[src/rtl/morse_serializador.sv]
// Morse serializer: latches a pattern, sends it LSB first, one bit per TICK_DIV cycles, then a low gap.
// Optional looping mode is enabled by defining MORSE_REPEAT_EN (adds the repetir input).
module morse_serializador #(
    parameter int WIDTH     = 22,
    parameter int TICK_DIV  = 4,
    parameter int GAP_UNITS = 3,
    parameter int LW        = $clog2(WIDTH + 1)
) (
    input  logic             clk,
    input  logic             rst_n,
    input  logic [WIDTH-1:0] patron,
    input  logic [LW-1:0]    longitud,
    input  logic             cargar,
`ifdef MORSE_REPEAT_EN
    input  logic             repetir,
`endif
    output logic             listo,
    input  logic             abortar,
    output logic             salida,
    output logic             ocupado,
    output logic             fin
);

    localparam int DW = (TICK_DIV > 1) ? $clog2(TICK_DIV) : 1;
    localparam int UW = (GAP_UNITS > 1) ? $clog2(GAP_UNITS) : 1;
    localparam logic [DW-1:0]    DIV_LAST  = DW'(TICK_DIV - 1);
    localparam logic [UW-1:0]    UNIT_LAST = UW'(GAP_UNITS - 1);
    localparam logic [LW-1:0]    LEN_MAX   = LW'(WIDTH);
    localparam logic [WIDTH-1:0] ONE_HOT0  = WIDTH'(1);

    typedef enum logic [1:0] {
        IDLE = 2'd0,
        SEND = 2'd1,
        GAP  = 2'd2
    } state_t;

    state_t           state_q, state_d;
    logic [WIDTH-1:0] pat_q, pat_d, sel_d;
    logic [LW-1:0]    len_q, len_d, len_in;
    logic [LW-1:0]    idx_q, idx_d;
    logic [DW-1:0]    div_q, div_d;
    logic [UW-1:0]    unit_q, unit_d;
    logic             salida_d, listo_d, ocupado_d, fin_d;
`ifdef MORSE_REPEAT_EN
    logic             rep_q, rep_d;
`endif

    // Handshake: a load transfers on a rising edge where cargar=1 and listo=1;
    // cargar while listo=0 is dropped, never queued.
    assign len_in = (longitud > LEN_MAX) ? LEN_MAX : longitud;

    always_comb begin
        state_d = state_q;
        pat_d   = pat_q;
        len_d   = len_q;
        idx_d   = idx_q;
        div_d   = div_q;
        unit_d  = unit_q;
        fin_d   = 1'b0;
`ifdef MORSE_REPEAT_EN
        rep_d   = rep_q;
`endif
        case (state_q)
            IDLE: begin
                if (cargar) begin
                    pat_d   = patron;
                    len_d   = len_in;
                    idx_d   = '0;
                    div_d   = '0;
                    unit_d  = '0;
`ifdef MORSE_REPEAT_EN
                    rep_d   = repetir;
`endif
                    state_d = (len_in == '0) ? GAP : SEND;
                end
            end
            SEND: begin
                if (div_q == DIV_LAST) begin
                    div_d = '0;
                    if (idx_q == len_q - LW'(1)) begin
                        idx_d   = '0;
                        unit_d  = '0;
                        state_d = GAP;
                    end else begin
                        idx_d = idx_q + LW'(1);
                    end
                end else begin
                    div_d = div_q + DW'(1);
                end
            end
            GAP: begin
                if (div_q == DIV_LAST) begin
                    div_d = '0;
                    if (unit_q == UNIT_LAST) begin
                        unit_d  = '0;
                        idx_d   = '0;
                        fin_d   = 1'b1;
                        state_d = IDLE;
`ifdef MORSE_REPEAT_EN
                        // Looping restarts the pattern from bit 0 without releasing listo.
                        if (rep_q) state_d = (len_q == '0) ? GAP : SEND;
`endif
                    end else begin
                        unit_d = unit_q + UW'(1);
                    end
                end else begin
                    div_d = div_q + DW'(1);
                end
            end
            default: state_d = IDLE;
        endcase

        if (abortar && (state_q != IDLE)) begin
            state_d = IDLE;
            idx_d   = '0;
            div_d   = '0;
            unit_d  = '0;
            fin_d   = 1'b0;
        end

        // Outputs are registered, so they are derived from the next state and index.
        sel_d     = ONE_HOT0 << idx_d;
        salida_d  = (state_d == SEND) && (|(pat_d & sel_d));
        listo_d   = (state_d == IDLE);
        ocupado_d = (state_d != IDLE);
    end

    always_ff @(posedge clk or negedge rst_n) begin
        if (!rst_n) begin
            state_q <= IDLE;
            pat_q   <= '0;
            len_q   <= '0;
            idx_q   <= '0;
            div_q   <= '0;
            unit_q  <= '0;
            salida  <= 1'b0;
            listo   <= 1'b1;
            ocupado <= 1'b0;
            fin     <= 1'b0;
`ifdef MORSE_REPEAT_EN
            rep_q   <= 1'b0;
`endif
        end else begin
            state_q <= state_d;
            pat_q   <= pat_d;
            len_q   <= len_d;
            idx_q   <= idx_d;
            div_q   <= div_d;
            unit_q  <= unit_d;
            salida  <= salida_d;
            listo   <= listo_d;
            ocupado <= ocupado_d;
            fin     <= fin_d;
`ifdef MORSE_REPEAT_EN
            rep_q   <= rep_d;
`endif
        end
    end

endmodule

[config.mk]
export PLATFORM = sky130hd
export DESIGN_NAME = morse_serializador
export DESIGN_NICKNAME = d
export VERILOG_FILES = /design/src/rtl/morse_serializador.sv
export SDC_FILE = /design/constraint.sdc
export NUM_CORES = 1
export LEC_CHECK = 0
export CORE_UTILIZATION = 56
export CTS_BUF_LIST = sky130_fd_sc_hd__clkbuf_4
export CTS_CLUSTER_DIAMETER = 30
export DETAILED_ROUTE_END_ITERATION = 8
export PLACE_DENSITY_LB_ADDON = 0.12
export SLEW_MARGIN = 30
export SYNTH_ARGS = -nofsm -noshare
export SYNTH_HDL_FRONTEND = slang
export SYNTH_SLANG_ARGS = --single-unit
[constraint.sdc]
create_clock -name clk -period 3.85 [get_ports clk]
set_clock_uncertainty 0.05 [all_clocks]
set_input_delay 0.77 -clock clk [delete_from_list [all_inputs] [get_ports clk]]
set_output_delay 0.77 -clock clk [all_outputs]
set_load 0.1 [all_outputs]
==> impl_results.md, run 1 <==
* Initial antenna violation count at 0
* Total GRT Usage at 25.1%
* CTS Root Cell: clkbuf_4
* R2R depth at 10
* Crit path DAT at 3.49 ns
* Detailed-route DRC error count at 0
* Leakage power at 1.18 nW
* Max Slew Vio Count at 0
* Final period util at 85.7%
* Vias/cell at 5.87
* Final hold violations at 0
* Drt pass-1 iters at 4
* Fin crit period at 3.30 ns
* Wire length on met1 at 2220 µm
* Port bufs at 34
* WL per Instance at 15.8 µm
* Bufs on Longest Clock Path at 2
* Post-Syn Area per Cell at 10.5 µm²
* Routed Antenna Nets at 0
* Vias at 1,849
* Final setup viols at 0
* Pin count of the biggest net entering global routing at 43
* Syn Nets at 267
* CP startpoint kind: flip-flop
* Slew @ Worst Pin at 0.965 ns
* Crit Path Class: flip-flop to flip-flop
* Hold-fix buffers, CTS at 0
* Reg area at 1050 µm²
* Die Wd at 67.5 µm
* Max cap viols at 0
* Post-synthesis cell type count at 53
* Syn Std Cell Area at 2400 µm²
* Capturing point of the worst reg2reg path: salida$_DFF_PN0_
* Inst Count DP at 307
* CTS clk-pin slew, worst paths at 0.12 ns
* Most frequent cells in the layout: dfrtp_1 (41), clkdlybuf4s50_1 (33), mux2_2 (23)
* TritonCTS clock tree: built
* Layout Utilization at 70.0%
* WL final at 4990 µm
* Setup TNS at 0 ns
* Buf/Inv on CP at 0
* Commonest non-fill, non-tap cell in the layout: dfrtp_1
* Fin cells at 315
* Outcome: finished clean
* CP top delay family: compound AO/OA/AOI/OAI gates
* Ant. Diodes at 0
* Most common flop cell mapped by yosys: dfrtp_1
* Routability cong. at 0.965
* Initial Utilization at 59.2%
* Final nets at 302
* Row count at 23
* Worst-path cell chain: ha_1 -> nand3b_1 -> a211o_1 -> a21oi_1 -> or3_1 -> nand2_1 -> mux2i_1 -> o22ai_1 -> a41oi_1 -> a2111oi_2
* Clock sinks at 42
* Slowest cell on the critical path: ha_1
* Fillers at 318
* H-tree levels at 2
* Register area share after synthesis at 43.8%
* Global-route congestion overflow total at 0
* Largest stage delay on the critical path at 0.45 ns
* Die area at 4550 µm²
* Layout cells sized above 1 at 18.1%
* Worst EP required at 4.04 ns
* Max Freq at 303 MHz
* FF+latch count, synth at 42
* Die height at 67.5 µm
* RSZ-0062 raised after global routing: no
* Number of setup buffers added after CTS at 0
* Max-slew headroom at 35.5%
* Met3 WL at 325 µm
* Multi-input gate area at 1260 µm²
* Reg2reg start: div_q[0]$_DFFE_PN0P_
* Met2 WL post-DR at 2360 µm
* Top cell type's share of synthesized area at 42.7%
* Worst skew pair latency at 0.35 ns
* Global-route wire length before repair at 8220 µm
* Total CTS buffers at 5
* Max FO, Critical Path at 11
* PD cells at 590 nW/µm²
* Core area at 4060 µm²
* Final Power at 0.00167 W
* Post-synth EDFFs at 0
* Async SR Flop Fraction at 100%
* Area grow syn2layout at 18.2%
* Cells after Synth at 229
* Worst slack, placed at 0.276 ns
* VDD IR-drop max at 0.000430 V
* Vias in the first global route at 1,780
* Synth warn at 0
* Top Metal Used: met4
* Biggest area consumer among synthesized cells: dfrtp_1
* Placed wire-length estimate at 3810 µm
* Crit. End Element: flip-flop
* R2r setup slk at 0.55 ns
* Setup WS post-layout at 0.549 ns
* Resize count post-CTS at 0
* I/O Pins at 35
* DRT iter0 DRCs at 102
* Class of the worst hold path: primary input to asynchronous set/reset pin
* Top cells by area, synth: dfrtp_1 (43%), mux2_2 (11%), mux2i_1 (4.2%)
[where the power goes]
part	total, W	internal (W)	switching [W]	leakage (nW)
clock	0.000208	0.0000679	0.000140	0.0286
combinational	0.000796	0.000330	0.000465	0.637
sequential	0.000670	0.000601	0.0000692	0.518
[state kept, by name, indices dropped and copies added (netlist names)]
signal   flops
div_q        2
fin          1
idx_q        5
len_q        5
listo        1
ocupado      1
pat_q       22
salida       1
state_q      2
unit_q       2
[through the flow]
step | instance area, µm² | hold WS [ns]
2_1_floorplan | 2400 | 0.414
3_3_place_gp | 2780 | 0.425
3_5_place_dp | 2780 | 0.434
4_1_cts | 2840 | 0.460
5_1_grt | 2840 | 0.343
6_report | 2840 | 0.328
[synth_stat cells (all sizes together) (3+ instances only)]
| cell | count |
|---|---|
| xor2 | 3 |
| nand4 | 5 |
| nor2b | 3 |
| o211ai | 4 |
| nand2b | 4 |
| nor3 | 10 |
| a31oi | 3 |
| nand2 | 20 |
| o21ai | 14 |
| buf | 5 |
| mux2 | 23 |
| mux2i | 10 |
| nand3 | 4 |
| nor2 | 9 |
| a21oi | 9 |
| clkbuf | 4 |
| inv | 14 |
| ha | 7 |
| dfrtp | 41 |
[per-layer routing]
layer,vias up,GRT usage (%)
met5,-,0
met4,0,9.04
met3,8,6.42
met2,70,42.0
met1,862,31.1
li1,909,-
[worst max-delay path by stage]
stage	start	endpoint	slack [ns]	cells after the start
2_1_floorplan	len_q[0]$_DFFE_PN0P_	salida$_DFF_PN0_	1.07	11
3_3_place_gp	cargar	salida$_DFF_PN0_	0.42	10
3_5_place_dp	cargar	salida$_DFF_PN0_	0.28	10
4_1_cts	div_q[0]$_DFFE_PN0P_	salida$_DFF_PN0_	0.58	10
5_1_grt	div_q[0]$_DFFE_PN0P_	salida$_DFF_PN0_	0.25	10
6_report	div_q[0]$_DFFE_PN0P_	salida$_DFF_PN0_	0.55	10
[area by class of cell]
| cell class | count | area share [%] |
|---|---|---|
| sequential | 42 | 37.1 |
| clock inverter | 3 | 0.573 |
| timing repair buffer | 37 | 12.7 |
| inverter | 14 | 1.85 |
| clock buffer | 5 | 1.32 |
| tap | 50 | 2.20 |
| multi-input combinational | 164 | 44.3 |
[cells by family (layout without fill, tap and decap cells)]
group,Yosys count,count (layout),share of synthesized area [%]
AO/OA/AOI/OAI,54,54,17.1
flip-flops,42,42,43.8
buffers and inverters,23,59,3.80
XOR/XNOR,5,5,2.14
AND/OR/NAND/NOR,65,65,14.5
adder cells (fa/ha/maj),7,7,3.65
multiplexers,33,33,15.0
(Power assumes the default switching activity.)
==> inputs of run 2 (changes only) <==
--- a/config.mk
+++ b/config.mk
@@ -5,7 +5,7 @@
 export SDC_FILE = /design/constraint.sdc
 export NUM_CORES = 1
 export LEC_CHECK = 0
-export CORE_UTILIZATION = 56
+export CORE_UTILIZATION = 40
 export CTS_BUF_LIST = sky130_fd_sc_hd__clkbuf_4
 export CTS_CLUSTER_DIAMETER = 30
 export DETAILED_ROUTE_END_ITERATION = 8
==> run 2 against run 1 <==
First-iteration DRC count decreased by 15%. Via count rose by 0.92%. Flip-flop and latch count unchanged. Register-to-register slack is essentially flat. Sequential power down 0.6%. Routed wire length rose by 3.6%. Core utilization is 19 points lower. Global-route usage down 7.1 points. Cell count grew 7.0%. Critical path depth is the same. Largest power group unchanged.
==> impl_results.md, run 2 (synthesized netlist as in run 1, its figures left out) <==
* PD cells at 603 nW/µm² (+2.3%)
* TritonCTS clock tree: built
* Ant. Diodes at 0 (unchanged)
* Commonest non-fill, non-tap cell in the layout: dfrtp_1
* Layout Utilization at 51.2% (-19 points)
* CTS clk-pin slew, worst paths at 0.13 ns (about the same)
* Initial Utilization at 42.6% (-17 points)
* Routability cong. at 0.961 (-0.47%)
* WL per Instance at 15.4 µm (-3.1%)
* CTS Root Cell: clkbuf_4
* Row count at 27 (+17%)
* Initial antenna violation count at 0 (unchanged)
* Fin crit period at 3.29 ns (-0.00958 ns)
* Placed wire-length estimate at 3840 µm (+0.64%)
* I/O Pins at 35 (unchanged)
* Max cap viols at 0 (unchanged)
* WL final at 5170 µm (+3.6%)
* Drt pass-1 iters at 4 (unchanged)
* Area grow syn2layout at 20.4%
* Die Wd at 79.5 µm (+18%)
* Total GRT Usage at 18.0% (-7.1 points)
* Most frequent cells in the layout: dfrtp_1 (41), clkdlybuf4s50_1 (33), mux2_2 (23)
* Max Slew Vio Count at 0 (unchanged)
* Crit. End Element: flip-flop
* H-tree levels at 2 (unchanged)
* Wire length on met1 at 2450 µm (+10%)
* Final hold violations at 0 (unchanged)
* Sw power at 0.000678 W (+0.52%)
* Total CTS buffers at 5 (unchanged)
* Worst EP required at 4.06 ns (+0.02 ns)
* Final nets at 302 (unchanged)
* Detailed-route DRC error count at 0 (unchanged)
* Die area at 6320 µm² (+39%)
* Number of setup buffers added after CTS at 0 (unchanged)
* Hold-fix buffers, CTS at 0 (unchanged)
* Vias in the first global route at 1,767 (-0.73%)
* Crit Path Class: flip-flop to flip-flop
* RSZ-0062 raised after global routing: no
* Max reg flops at 22 (unchanged)
* Setup TNS at 0 ns (unchanged)
* Outcome: finished clean
* Inst Count DP at 329 (+7.2%)
* Max FO, Critical Path at 11 (unchanged)
* Global-route congestion overflow total at 0 (unchanged)
* Max-slew headroom at 34.9% (-0.57 points)
* Global-route wire length before repair at 8740 µm (+6.4%)
* Internal at 0.00106 W (+6.6%)
* Top Registers: pat_q x22, idx_q x5, len_q x5
* Largest Register: pat_q
* Port bufs at 34 (unchanged)
* Bufs on Longest Clock Path at 2 (unchanged)
* Final setup viols at 0 (unchanged)
* DRT iter0 DRCs at 87 (-15%)
* Crit path DAT at 3.51 ns (+0.02 ns)
* Worst-path cell chain: ha_1 -> nand3b_1 -> a211o_1 -> a21oi_1 -> or3_1 -> nand2_1 -> mux2i_1 -> o22ai_1 -> a41oi_1 -> a2111oi_2
* Clock sinks at 42 (unchanged)
* Max Freq at 304 MHz (+0.29%)
* Largest stage delay on the critical path at 0.44 ns (about the same)
* Vias at 1,866 (+0.92%)
* Combinational Power Share at 45.6% (-1.9 points)
* Clock share of power at 16.2% (+3.8 points)
* Setup WS post-layout at 0.559 ns (+0.00958 ns)
* CP top delay family: compound AO/OA/AOI/OAI gates
* Buf/Inv on CP at 0 (unchanged)
* Top Metal Used: met4
* Vias/cell at 5.54 (-5.7%)
* Class of the worst hold path: primary input to asynchronous set/reset pin
* Fin cells at 337 (+7.0%)
* Worst skew pair latency at 0.36 ns (about the same)
* Routed Antenna Nets at 0 (unchanged)
* Seq pwr share at 38.2% (-1.8 points)
* Leakage power at 1.20 nW (+1.4%)
* Final Power at 0.00174 W (+4.1%)
* CP startpoint kind: flip-flop
* Pin count of the biggest net entering global routing at 43 (unchanged)
* Die height at 79.5 µm (+18%)
* Layout cells sized above 1 at 18.5% (+0.38 points)
* Final period util at 85.5% (-0.25 points)
* Met2 WL post-DR at 2260 µm (-4.3%)
* Worst slack, placed at 0.287 ns (+0.0112 ns)
* Resize count post-CTS at 0 (unchanged)
* Slew @ Worst Pin at 0.973 ns (+0.00847 ns)
* Switching share of power at 38.9% (-1.4 points)
* VDD IR-drop max at 0.000281 V (-35%)
* Slowest cell on the critical path: ha_1
* Core area at 5640 µm² (+39%)
* Met3 WL at 381 µm (+17%)
[run 2: stage by stage]
| stage | hold WS (ns) | cell area (µm²) |
|---|---|---|
| after detailed placement | 0.434 | 2810 |
| after global placement | 0.424 | 2810 |
| after CTS | 0.464 | 2890 |
| final | 0.311 | 2890 |
| after floorplan | 0.414 | 2400 |
| after global routing | 0.344 | 2890 |
[run 2: worst reg2reg max path, stage by stage, from the launching register on]
cell and delay, ns:
dfrtp_1 0.40, ha_1 0.44, nand3b_1 0.21, a211o_1 0.41, a21oi_1 0.27, or3_1 0.18
nand2_1 0.30, mux2i_1 0.21, o22ai_1 0.19, a41oi_1 0.16, a2111oi_2 0.38
[run 2: power by group through the flow]
stage | logic [W] | clock network [W] | registers [W]
global placement | 0.000795 | 0 | 0.000672
detailed placement | 0.000800 | 0 | 0.000677
finish | 0.000795 | 0.000282 | 0.000666
CTS | 0.000803 | 0.000291 | 0.000667
global route | 0.000874 | 0.000308 | 0.000684
floorplan | 0.000502 | 0 | 0.000772
[run 2: worst paths after layout]
kind                                           start                   to  slack [ns]  cells past startpoint
worst min-delay path                           rst_n  pat_q[10]$_DFF_PN0_        0.31                      1
max in group asynchronous                      rst_n      listo$_DFF_PN1_        3.05                      1
worst max-delay path            div_q[0]$_DFFE_PN0P_     salida$_DFF_PN0_        0.56                     10
worst min register to register   pat_q[20]$_DFF_PN0_  pat_q[20]$_DFF_PN0_        0.46                      1
min in group clk                 pat_q[20]$_DFF_PN0_  pat_q[20]$_DFF_PN0_        0.46                      1
worst max register to register  div_q[0]$_DFFE_PN0P_     salida$_DFF_PN0_        0.56                     10
[run 2: layout make-up]
cell class	instances	area (µm²)
Fill cell	543	2750
Clock buffer	5	37.5
Multi-Input combinational cell	164	1260
Inverter	14	52.6
Clock inverter	3	40.0
Timing Repair Buffer	37	360
Tap cell	72	90.1
Sequential cell	42	1050
[run 2: metal layers]
layer  global-route usage, %  vias to the layer above
li1                        -                      908
met1                    25.3                      869
met2                    27.4                       81
met3                    4.23                        8
met4                    5.64                        0
met5                       0                        -
==> edit: new RTL, flow settings as in run 1 <==
The option `MORSE_REPEAT_EN` is turned on by a define.
--- a/src/rtl/morse_serializador.sv
+++ b/src/rtl/morse_serializador.sv
@@ -2,2 +2,4 @@
 // Optional looping mode is enabled by defining MORSE_REPEAT_EN (adds the repetir input).
+`define MORSE_REPEAT_EN
+
 module morse_serializador #(
Ports: changed (added repetir); port bits go from 35 to 36. The function was not compared with the original's and may differ.
==> edit against run 1 <==
Worst hold slack hardly changed; critical path type unchanged; sequential power grew 3.3%; final area rose by 2.7%; power about the same; area after synthesis rose by 1.9%; worst setup slack better by 0.18 ns; sequential cell count grew 1; routed wire length down 0.38%; count of clock-buffer cells in the layout stayed put; core utilization increased by 1.4 points; highest routed layer unchanged; final cell count is 1.6% higher.
==> edit: results (changes against run 1) <==
** GRT
- GR met3 Demand/Resource :: 5.83% (was 6.42%)
- M2 GR Usage :: 36.3% (was 42.0%)
- Via count of the first global-routing pass :: 1745 (was 1780)
- First-pass GRT wire length :: 8150 microns (was 8220 microns)
- The global router's overall resource usage came to 24.0% (was 25.1%).
- Maximum number of pins on one net before global-route repair :: 44 (was 43)
- The global-route track usage on met1 is 33.3% (was 31.1%).

** Synth
- The count of unique library cells instantiated by Yosys came to 59 (was 53).
- List of most frequent post-synthesis cells: sky130_fd_sc_hd__dfrtp_1, sky130_fd_sc_hd__mux2_2, sky130_fd_sc_hd__nand2_1 (unchanged).
- Leading post-synthesis cells by cell area :: sky130_fd_sc_hd__dfrtp_1, sky130_fd_sc_hd__mux2_2, sky130_fd_sc_hd__ha_1 (was sky130_fd_sc_hd__dfrtp_1, sky130_fd_sc_hd__mux2_2, sky130_fd_sc_hd__mux2i_1)
- The mean instance size in the synthesized netlist is 10.7 sq um (was 10.5 sq um).
- Net count after synthesis :: 268 (was 267)

** Detailed routing
- Routed wl met2 :: 2250 microns (was 2360 microns)
- The number of DRC markers in iteration 0 came to 142 (was 102).
- Wirelength, routed :: 4970 microns (was 4990 microns)
- The detail-routed via count per cell came to 5.96 (was 5.87).
- The total routed wire length on the met1 layer is 2370 microns (was 2220 microns).
- The wire length on met3 came to 301 microns (was 325 microns).

** Place
- Number of placed cells counting well taps :: 312 (was 307)
- Placed wire-length estimate :: 3680 microns (was 3810 microns)
- PortBufs :: 35 (was 34)
- Routability cong. :: 0.824 (was 0.965)

** Power
- Peak supply drop :: 288 uV (was 430 uV)
- Static Leakage :: 1.30 nW (was 1.18 nW)

** Worst setup path
- Path depth of the worst reg2reg path :: 9 (was 10)
- Delay of the slowest cell on the worst path :: 0.47 ns (was 0.45 ns)
- The signal arrival time at the worst endpoint came to 3.30 ns (was 3.49 ns).

** Final layout
- Number of cells in the finished layout apart from fillers :: 320 (was 315)
- The number of antenna cells inserted is 0 (unchanged).
- The fraction of final layout cells with drive strength greater than 1 came to 18.1% (about the same).

** Status
- Result of the run: completed (unchanged).

** Timing
- The relative max-transition margin is 35.5% (about the same).

** Clock tree
- The number of buffers on the longest clock path is 2 (unchanged).
- Clock edge transition at the registers on the reported setup and hold paths :: ~0.13 ns
-- edit: path summary, 6_finish.rpt --
| check | endpoint | slack, ns |
|---|---|---|
| worst max-delay path | salida | 0.73 |
| worst min-delay path | pat_q[19] | 0.33 |
| worst max register to register | salida | 0.73 |
| worst min register to register | pat_q[8] | 0.46 |
| max in group asynchronous | idx_q[4] | 3.05 |
| min in group clk | pat_q[8] | 0.46 |
-- edit: cell type report --
| class | instances | area (sq um) |
|---|---|---|
| Tap cell | 50 | 62.6 |
| Multi-Input combinational cell | 169 | 1300 |
| Inverter | 11 | 41.3 |
| Sequential cell | 43 | 1080 |
| Timing Repair Buffer | 39 | 378 |
| Fill cell | 332 | 1170 |
| Clock buffer | 5 | 37.5 |
| Clock inverter | 3 | 15.0 |
-- edit: cell families (layout without fill, tap and decap cells) --
kind of cell	Yosys count	in the layout	share of synthesized area [%]
multiplexers	30	30	13.5
AND/OR/NAND/NOR	70	70	16.4
flip-flops	43	43	44.0
buffers and inverters	17	58	2.71
XOR/XNOR	6	6	2.45
AO/OA/AOI/OAI	56	56	17.4
adder cells (fa/ha/maj)	7	7	3.58
-- edit: where the power goes --
group          internal [mW]  switching [mW]  total (mW)  leakage (nW)
Sequential             0.617          0.0747       0.692         0.530
Combinational          0.324           0.446       0.770         0.744
Clock                 0.0671           0.146       0.213        0.0263
Total                   1.01           0.667        1.67          1.30
-- edit: stage by stage --
stage	util [%]	instance area (sq um)	total power, mW	hold WS (ns)	setup WS [ns]
floorplan	-	2450	1.27	0.415	1.02
global placement	70.0	2860	1.45	0.428	0.446
detailed placement	70.0	2860	1.47	0.437	0.347
CTS	71.3	2910	1.69	0.466	0.730
global route	71.3	2920	1.79	0.355	0.537
finish	71.3	2920	1.67	0.328	0.727
